## src/rtl/vga_timing_gen.sv

```systemverilog
// 640x480@60 VGA raster timing: pixel divider, horizontal/vertical phase FSMs,
// registered enable/sync/frame_start aligned with the counters, and a sync delay line.
module vga_timing_gen #(
    parameter int CLK_DIV    = 4,
    parameter int H_VISIBLE  = 640,
    parameter int H_FRONT    = 16,
    parameter int H_SYNC     = 96,
    parameter int H_BACK     = 48,
    parameter int V_VISIBLE  = 480,
    parameter int V_FRONT    = 10,
    parameter int V_SYNC     = 2,
    parameter int V_BACK     = 33,
    parameter int SYNC_DELAY = 1
) (
    input  logic       clk_in,
    input  logic       reset_in,
    output logic [9:0] current_row,
    output logic [9:0] current_line,
    output logic       enable,
    output logic       hsync,
    output logic       vsync,
    output logic       pixel_tick,
    output logic       frame_start
);

    localparam int H_TOTAL = H_VISIBLE + H_FRONT + H_SYNC + H_BACK;
    localparam int V_TOTAL = V_VISIBLE + V_FRONT + V_SYNC + V_BACK;
    localparam int SD_W    = (SYNC_DELAY > 0) ? SYNC_DELAY : 1;

    localparam logic [4:0] DIV_LAST = 5'(CLK_DIV - 1);

    localparam logic [9:0] H_LAST_ACT  = 10'(H_VISIBLE - 1);
    localparam logic [9:0] H_LAST_FRT  = 10'(H_VISIBLE + H_FRONT - 1);
    localparam logic [9:0] H_LAST_SYN  = 10'(H_VISIBLE + H_FRONT + H_SYNC - 1);
    localparam logic [9:0] H_LAST      = 10'(H_TOTAL - 1);
    localparam logic [9:0] V_LAST_ACT  = 10'(V_VISIBLE - 1);
    localparam logic [9:0] V_LAST_FRT  = 10'(V_VISIBLE + V_FRONT - 1);
    localparam logic [9:0] V_LAST_SYN  = 10'(V_VISIBLE + V_FRONT + V_SYNC - 1);
    localparam logic [9:0] V_LAST      = 10'(V_TOTAL - 1);

    localparam logic [1:0] ST_ACTIVE = 2'd0;
    localparam logic [1:0] ST_FRONT  = 2'd1;
    localparam logic [1:0] ST_SYNC   = 2'd2;
    localparam logic [1:0] ST_BACK   = 2'd3;

    logic [4:0]      div_q, div_d;
    logic [9:0]      h_q, h_d, v_q, v_d;
    logic [1:0]      hst_q, hst_d, vst_q, vst_d;
    logic            en_q, en_d;
    logic            hs_raw_q, hs_raw_d, vs_raw_q, vs_raw_d;
    logic            fs_q, fs_d;
    logic [SD_W-1:0] hs_sr_q, hs_sr_d, vs_sr_q, vs_sr_d;
    logic            line_end_s;

    // A phase is left when the counter sits on that phase's last value as it advances.
    function automatic logic [1:0] next_phase(
        input logic [1:0] st,
        input logic [9:0] cnt,
        input logic [9:0] last_act,
        input logic [9:0] last_frt,
        input logic [9:0] last_syn,
        input logic [9:0] last_all
    );
        logic [1:0] nxt;
        case (st)
            ST_ACTIVE: nxt = (cnt == last_act) ? ST_FRONT  : ST_ACTIVE;
            ST_FRONT:  nxt = (cnt == last_frt) ? ST_SYNC   : ST_FRONT;
            ST_SYNC:   nxt = (cnt == last_syn) ? ST_BACK   : ST_SYNC;
            ST_BACK:   nxt = (cnt == last_all) ? ST_ACTIVE : ST_BACK;
            default:   nxt = ST_ACTIVE;
        endcase
        return nxt;
    endfunction

    // Next-state logic: divider, counters, phases and the counter-aligned decodes.
    always_comb begin
        pixel_tick = (div_q == DIV_LAST);
        div_d      = pixel_tick ? 5'd0 : div_q + 5'd1;
        line_end_s = pixel_tick && (h_q == H_LAST);

        if (pixel_tick) begin
            h_d   = (h_q == H_LAST) ? 10'd0 : h_q + 10'd1;
            hst_d = next_phase(hst_q, h_q, H_LAST_ACT, H_LAST_FRT, H_LAST_SYN, H_LAST);
        end else begin
            h_d   = h_q;
            hst_d = hst_q;
        end

        if (line_end_s) begin
            v_d   = (v_q == V_LAST) ? 10'd0 : v_q + 10'd1;
            vst_d = next_phase(vst_q, v_q, V_LAST_ACT, V_LAST_FRT, V_LAST_SYN, V_LAST);
        end else begin
            v_d   = v_q;
            vst_d = vst_q;
        end

        en_d     = (hst_d == ST_ACTIVE) && (vst_d == ST_ACTIVE);
        hs_raw_d = (hst_d != ST_SYNC);
        vs_raw_d = (vst_d != ST_SYNC);
        fs_d     = pixel_tick && (h_d == 10'd0) && (v_d == 10'd0);

        hs_sr_d[0] = hs_raw_q;
        vs_sr_d[0] = vs_raw_q;
        for (int i = 1; i < SD_W; i++) begin
            hs_sr_d[i] = hs_sr_q[i-1];
            vs_sr_d[i] = vs_sr_q[i-1];
        end
    end

    // State registers; reset parks the raster on the last pixel so the first tick lands on (0,0).
    always_ff @(posedge clk_in) begin
        if (reset_in) begin
            div_q    <= 5'd0;
            h_q      <= H_LAST;
            v_q      <= V_LAST;
            hst_q    <= ST_BACK;
            vst_q    <= ST_BACK;
            en_q     <= 1'b0;
            hs_raw_q <= 1'b1;
            vs_raw_q <= 1'b1;
            fs_q     <= 1'b0;
            hs_sr_q  <= '1;
            vs_sr_q  <= '1;
        end else begin
            div_q    <= div_d;
            h_q      <= h_d;
            v_q      <= v_d;
            hst_q    <= hst_d;
            vst_q    <= vst_d;
            en_q     <= en_d;
            hs_raw_q <= hs_raw_d;
            vs_raw_q <= vs_raw_d;
            fs_q     <= fs_d;
            hs_sr_q  <= hs_sr_d;
            vs_sr_q  <= vs_sr_d;
        end
    end

    assign current_row  = h_q;
    assign current_line = v_q;
    assign enable       = en_q;
    assign frame_start  = fs_q;
    assign hsync        = (SYNC_DELAY == 0) ? hs_raw_q : hs_sr_q[SD_W-1];
    assign vsync        = (SYNC_DELAY == 0) ? vs_raw_q : vs_sr_q[SD_W-1];

endmodule

```

## config.mk

```make
export PLATFORM = sky130hd
export DESIGN_NAME = vga_timing_gen
export DESIGN_NICKNAME = d
export VERILOG_FILES = /design/src/rtl/vga_timing_gen.sv
export SDC_FILE = /design/constraint.sdc
export NUM_CORES = 1
export LEC_CHECK = 0
export CORE_ASPECT_RATIO = 0.7
export CORE_MARGIN = 2
export CORE_UTILIZATION = 41
export DETAILED_ROUTE_END_ITERATION = 8
export PLACE_DENSITY = 0.69
export SLEW_MARGIN = 20
export SYNTH_ARGS = -nofsm -noshare
export SYNTH_HDL_FRONTEND = slang
export SYNTH_SLANG_ARGS = --single-unit
```

## constraint.sdc

```tcl
create_clock -name clk_in -period 2.51 [get_ports clk_in]
set_clock_uncertainty 0.05 [all_clocks]
set_input_delay 0.502 -clock clk_in [delete_from_list [all_inputs] [get_ports clk_in]]
set_output_delay 0.502 -clock clk_in [all_outputs]
set_load 0.005 [all_outputs]
```

==> results of run 1 <==
[sequential cells by signal, indices dropped and copies added, names as in the netlist]
name          flops
current_line     10
current_row      10
div_q             5
hst_q             2
vst_q             2
enable            1
frame_start       1
hs_raw_q          1
hsync             1
vs_raw_q          1
vsync             1
[final timing paths]
kind,end
hold / removal,hsync
setup reg to reg,frame_start
setup / recovery,frame_start
hold reg to reg,hsync
[power groups by stage]
stage | logic, W | registers [W] | clock network (W)
2_1_floorplan | 0.000218 | 0.000623 | 0
3_5_place_dp | 0.000329 | 0.000627 | 0
3_3_place_gp | 0.000331 | 0.000626 | 0
5_1_grt | 0.000400 | 0.000624 | 0.000490
6_report | 0.000368 | 0.000620 | 0.000451
4_1_cts | 0.000342 | 0.000616 | 0.000459
[placed cells by master (no fill, tap or decap), types with 2 or more instances in the layout]
cell | netlist | routed
sky130_fd_sc_hd__nand2_1 | 13 | 13
sky130_fd_sc_hd__nor3b_1 | 4 | 4
sky130_fd_sc_hd__o21bai_1 | 2 | 2
sky130_fd_sc_hd__and2_1 | 2 | 2
sky130_fd_sc_hd__xor2_1 | 8 | 7
sky130_fd_sc_hd__or2_2 | 3 | 3
sky130_fd_sc_hd__dfxtp_1 | 35 | 33
sky130_fd_sc_hd__or4b_4 | 2 | 2
sky130_fd_sc_hd__clkbuf_8 | 0 | 7
sky130_fd_sc_hd__inv_1 | 4 | 4
sky130_fd_sc_hd__xnor2_1 | 7 | 7
sky130_fd_sc_hd__and4_1 | 3 | 3
sky130_fd_sc_hd__nand4b_1 | 3 | 3
sky130_fd_sc_hd__and3_1 | 3 | 3
sky130_fd_sc_hd__a21oi_1 | 13 | 13
sky130_fd_sc_hd__clkdlybuf4s50_1 | 0 | 25
sky130_fd_sc_hd__buf_4 | 0 | 29
sky130_fd_sc_hd__o22ai_1 | 2 | 2
sky130_fd_sc_hd__a21o_1 | 3 | 3
sky130_fd_sc_hd__o21ai_0 | 6 | 6
sky130_fd_sc_hd__o21ai_1 | 2 | 2
sky130_fd_sc_hd__nand4_1 | 11 | 11
sky130_fd_sc_hd__nor4b_1 | 4 | 3
sky130_fd_sc_hd__buf_6 | 2 | 2
sky130_fd_sc_hd__nand3_1 | 16 | 15
sky130_fd_sc_hd__nor3_1 | 9 | 9
sky130_fd_sc_hd__ha_1 | 5 | 4
sky130_fd_sc_hd__nor2_1 | 19 | 19
sky130_fd_sc_hd__nand3b_1 | 4 | 4
sky130_fd_sc_hd__a31oi_1 | 3 | 2
sky130_fd_sc_hd__nor4bb_1 | 2 | 2
sky130_fd_sc_hd__nand2b_1 | 5 | 5
[routing by layer]
metal  global-route usage (%)  part of all wire, %  vias to the layer above
met5                        0                    0                        -
met4                     7.50                  1.7                        0
met3                     4.62                  8.4                       13
met2                     26.0                   42                      102
met1                     31.4                   48                      904
li1                         -                    -                      962
[timing repair]
action	4_1_cts	5_1_grt
resized for setup	10	10
endpoints found under the hold margin	0	0
pin swaps	1	10
endpoints found under the setup margin	1	4
setup buffers	3	7
[stage by stage]
stage	std cells	setup TNS, ns	total power, W
global placement	336	0	0.000957
global route	354	-0.223	0.00151
finish	354	-0.0405	0.00144
floorplan	239	0	0.000841
detailed placement	336	0	0.000956
CTS	347	-0.00369	0.00142
[cells by family after synthesis]
family | count (synthesis) | share of synthesized area [%]
fa+ha+maj | 5 | 3.12
simple gates | 115 | 35.2
xor+xnor | 15 | 6.55
buf+inv | 24 | 5.49
flops | 35 | 35.0
compound gates | 44 | 14.2
mux | 1 | 0.499
[cell type report]
cell class	count	area [sq um]
repair buffers	57	499
inverters	5	23.8
clock buffers	8	100
multi-input cells	180	1270
well taps	69	86.3
flip-flops and latches	35	706
fillers	434	2070
[critical path: stages, from the launching register on]
cell and delay (ns):
sky130_fd_sc_hd__dfxtp_2 0.35, sky130_fd_sc_hd__ha_4 0.13, sky130_fd_sc_hd__or4b_4 0.48, sky130_fd_sc_hd__buf_6 0.15, sky130_fd_sc_hd__nor4_4 0.32, sky130_fd_sc_hd__buf_4 0.18
sky130_fd_sc_hd__buf_4 0.09, sky130_fd_sc_hd__o21ai_1 0.05, sky130_fd_sc_hd__a21boi_1 0.25, sky130_fd_sc_hd__nand4_1 0.17, sky130_fd_sc_hd__nor4_2 0.24
==> results summary, run 1 <==
The flow ran to the end, but the final reports show violations. The final reports fail on setup timing. The post-route minimum period came out at between 2 and 3 ns. The overall die width came out at about 88 um. The netlist area before placement is about 2000 sq um.

The final weighted congestion in routability-driven placement is about 0.9. The fraction of final layout cells sized beyond drive strength 1 came out at 21.8%. The peak clock frequency supported by timing came out at between 300 and 400 MHz.

The cts-stage hold buffer count came out at 0. The path class of the tightest hold or removal check is reg2reg. The initial core utilization is a little over two fifths. The internal power of the cells totals ~0.0010 W. The clock passes through at most 2 buffers.

The die is 62.5 um tall. The H-tree depth reported by CTS is 2. In this run the power density over the cells is ~540 nW/um^2. The count of TritonRoute iterations in the first routing pass is 5.

The worst hold path begins at hs_raw_q. The final-stage net count came out at 291. The clock group share of total power came out at 31.3%. The unique cell type count in the Yosys netlist came out at 57. sky130_fd_sc_hd__dfxtp_1 is the most common cell in the netlist. The setup-violating endpoint count in the final report came out at 1. The reg-to-reg setup timing slack came out at -0.04 ns.

The DRC violations left is 0. The insertion delay to the later sink of the worst-skew pair is about 0.29 ns. The final HPWL from detailed placement is roughly 3700 um.

The endpoint class of the critical path is a flop. Sorting the synthesized cells by how often they occur yields sky130_fd_sc_hd__dfxtp_1 (35), sky130_fd_sc_hd__nor2_1 (19), sky130_fd_sc_hd__nand3_1 (16). Port buffering added 26 buffers. The final routed wirelength across all metal layers came out at approximately 5500 um.

For this run, the total global-route usage over all layers was measured as roughly a fifth. The switching share of power is approximately 30%. The cell count after synthesis came out at roughly 240. In this run, the number of DRC markers left after iteration 0 of detailed routing was between 200 and 250. The total number of vias came out at between 1500 and 2000. The portion of synthesized cell area occupied by the leading cell type is between 30% and 40%.

The cell area after layout is around 2700 sq um. The full die area is around 5500 sq um. The synthesis-stage register bit count is 35.

Data on the critical path arrives at its endpoint at approximately 2.7 ns. The share of total power dissipated in sequential elements is a little over two fifths. In this run the standard cell core region covers ~4800 sq um.

The number of antenna repair diodes came out at 0. Headroom to the max-slew limit came out at 67.2%. The critical-path maximum fanout is 4.

The proportion of synthesized chip area in sequential cells came out at between 30% and 40%. The TritonCTS buffer count came out at 5. Hold timing on the final database bottoms out at a slack of between 0.3 and 0.4 ns. The total of warnings raised by yosys is 0. Across the VDD grid, the largest voltage drop is 259 uV.

The clock sink total came out at 35. The mean cell area of the mapped netlist came out at roughly 8.4 sq um. In this run the core area contains 21 standard-cell rows. After clock tree synthesis, the clock-pin slew on the worst setup and hold paths is around 0.070 ns.

The via count of the first global-routing pass is 1738. The buffer type at the clock tree root is sky130_fd_sc_hd__clkbuf_8. The required time reported for the critical path endpoint came out at 2.67 ns. The number of primary I/O pins came out at 27. The share of flip-flops with an asynchronous set or reset came out at 0%. The analysis attributes to net switching a power of ~0.00043 W. The initial antenna violation count is 0. TritonCTS built the clock tree.

The share of the cycle needed by the critical path after routing came out at 102%. In this run the static leakage power is 1.01 nW. The number of nets with antenna violations after detailed routing came out at 0. The transition at the pin with the smallest max-transition slack is slightly below 0.5 ns. The number of synthesized flops with an enable pin came out at 0. STA classifies the critical path startpoint as a flop. Cells fill around 56% of the core in the end. Setup repair after global routing could not meet its margin everywhere. The most critical setup path has its startpoint at div_q[1]. Dividing the detail-routed wire length by the instance count gives approximately 16 um. The setup slack at placement is between 0.03 and 0.04 ns. Dividing the detail-routed via count by the number of cells gives around 5.6. The startpoint of the most critical register-to-register path is div_q[1]. The number of instances on the worst hold path is 1. Combinational logic burns between 20% and 30% of the power. The most used flip-flop cell after synthesis is sky130_fd_sc_hd__dfxtp_1. The pin count of the biggest net entering global routing came out at 32. Yosys attributes the largest share of cell area to sky130_fd_sc_hd__dfxtp_1 (35%), sky130_fd_sc_hd__nand3_1 (4.0%), sky130_fd_sc_hd__nor2_1 (3.6%).

The wire length of the first global-routing pass is roughly 8700 um. The synthesized net count is ~250. The number of max-slew violations in the final report was 0. Once routing completed, OpenROAD measured the worst setup slack at -0.0405 ns. The placed standard-cell area is ~2400 sq um. The number of cells on the worst reg-to-reg path is 10.

The number of failing hold endpoints at the final stage was 0. The library cell with the largest summed area after synthesis is sky130_fd_sc_hd__dfxtp_1. The critical path class is reg2reg. The remaining global-route overflow is 0. Compared with the post-synthesis result, the final layout area differs by 34.0%. The number of maximum-capacitance violations is 0.
Power figures use the tool's default switching activity.
==> run 2, diff against run 1 <==
CAP_MARGIN = 20   (was unset)
==> results of run 2 <==
Final layout, timing and power as in run 1 (identical DEF).
==> run 3, diff against run 2 <==
CTS_CLUSTER_SIZE = 25   (was unset)
==> results of run 3 <==
Final layout, timing and power as in run 1 (identical DEF).
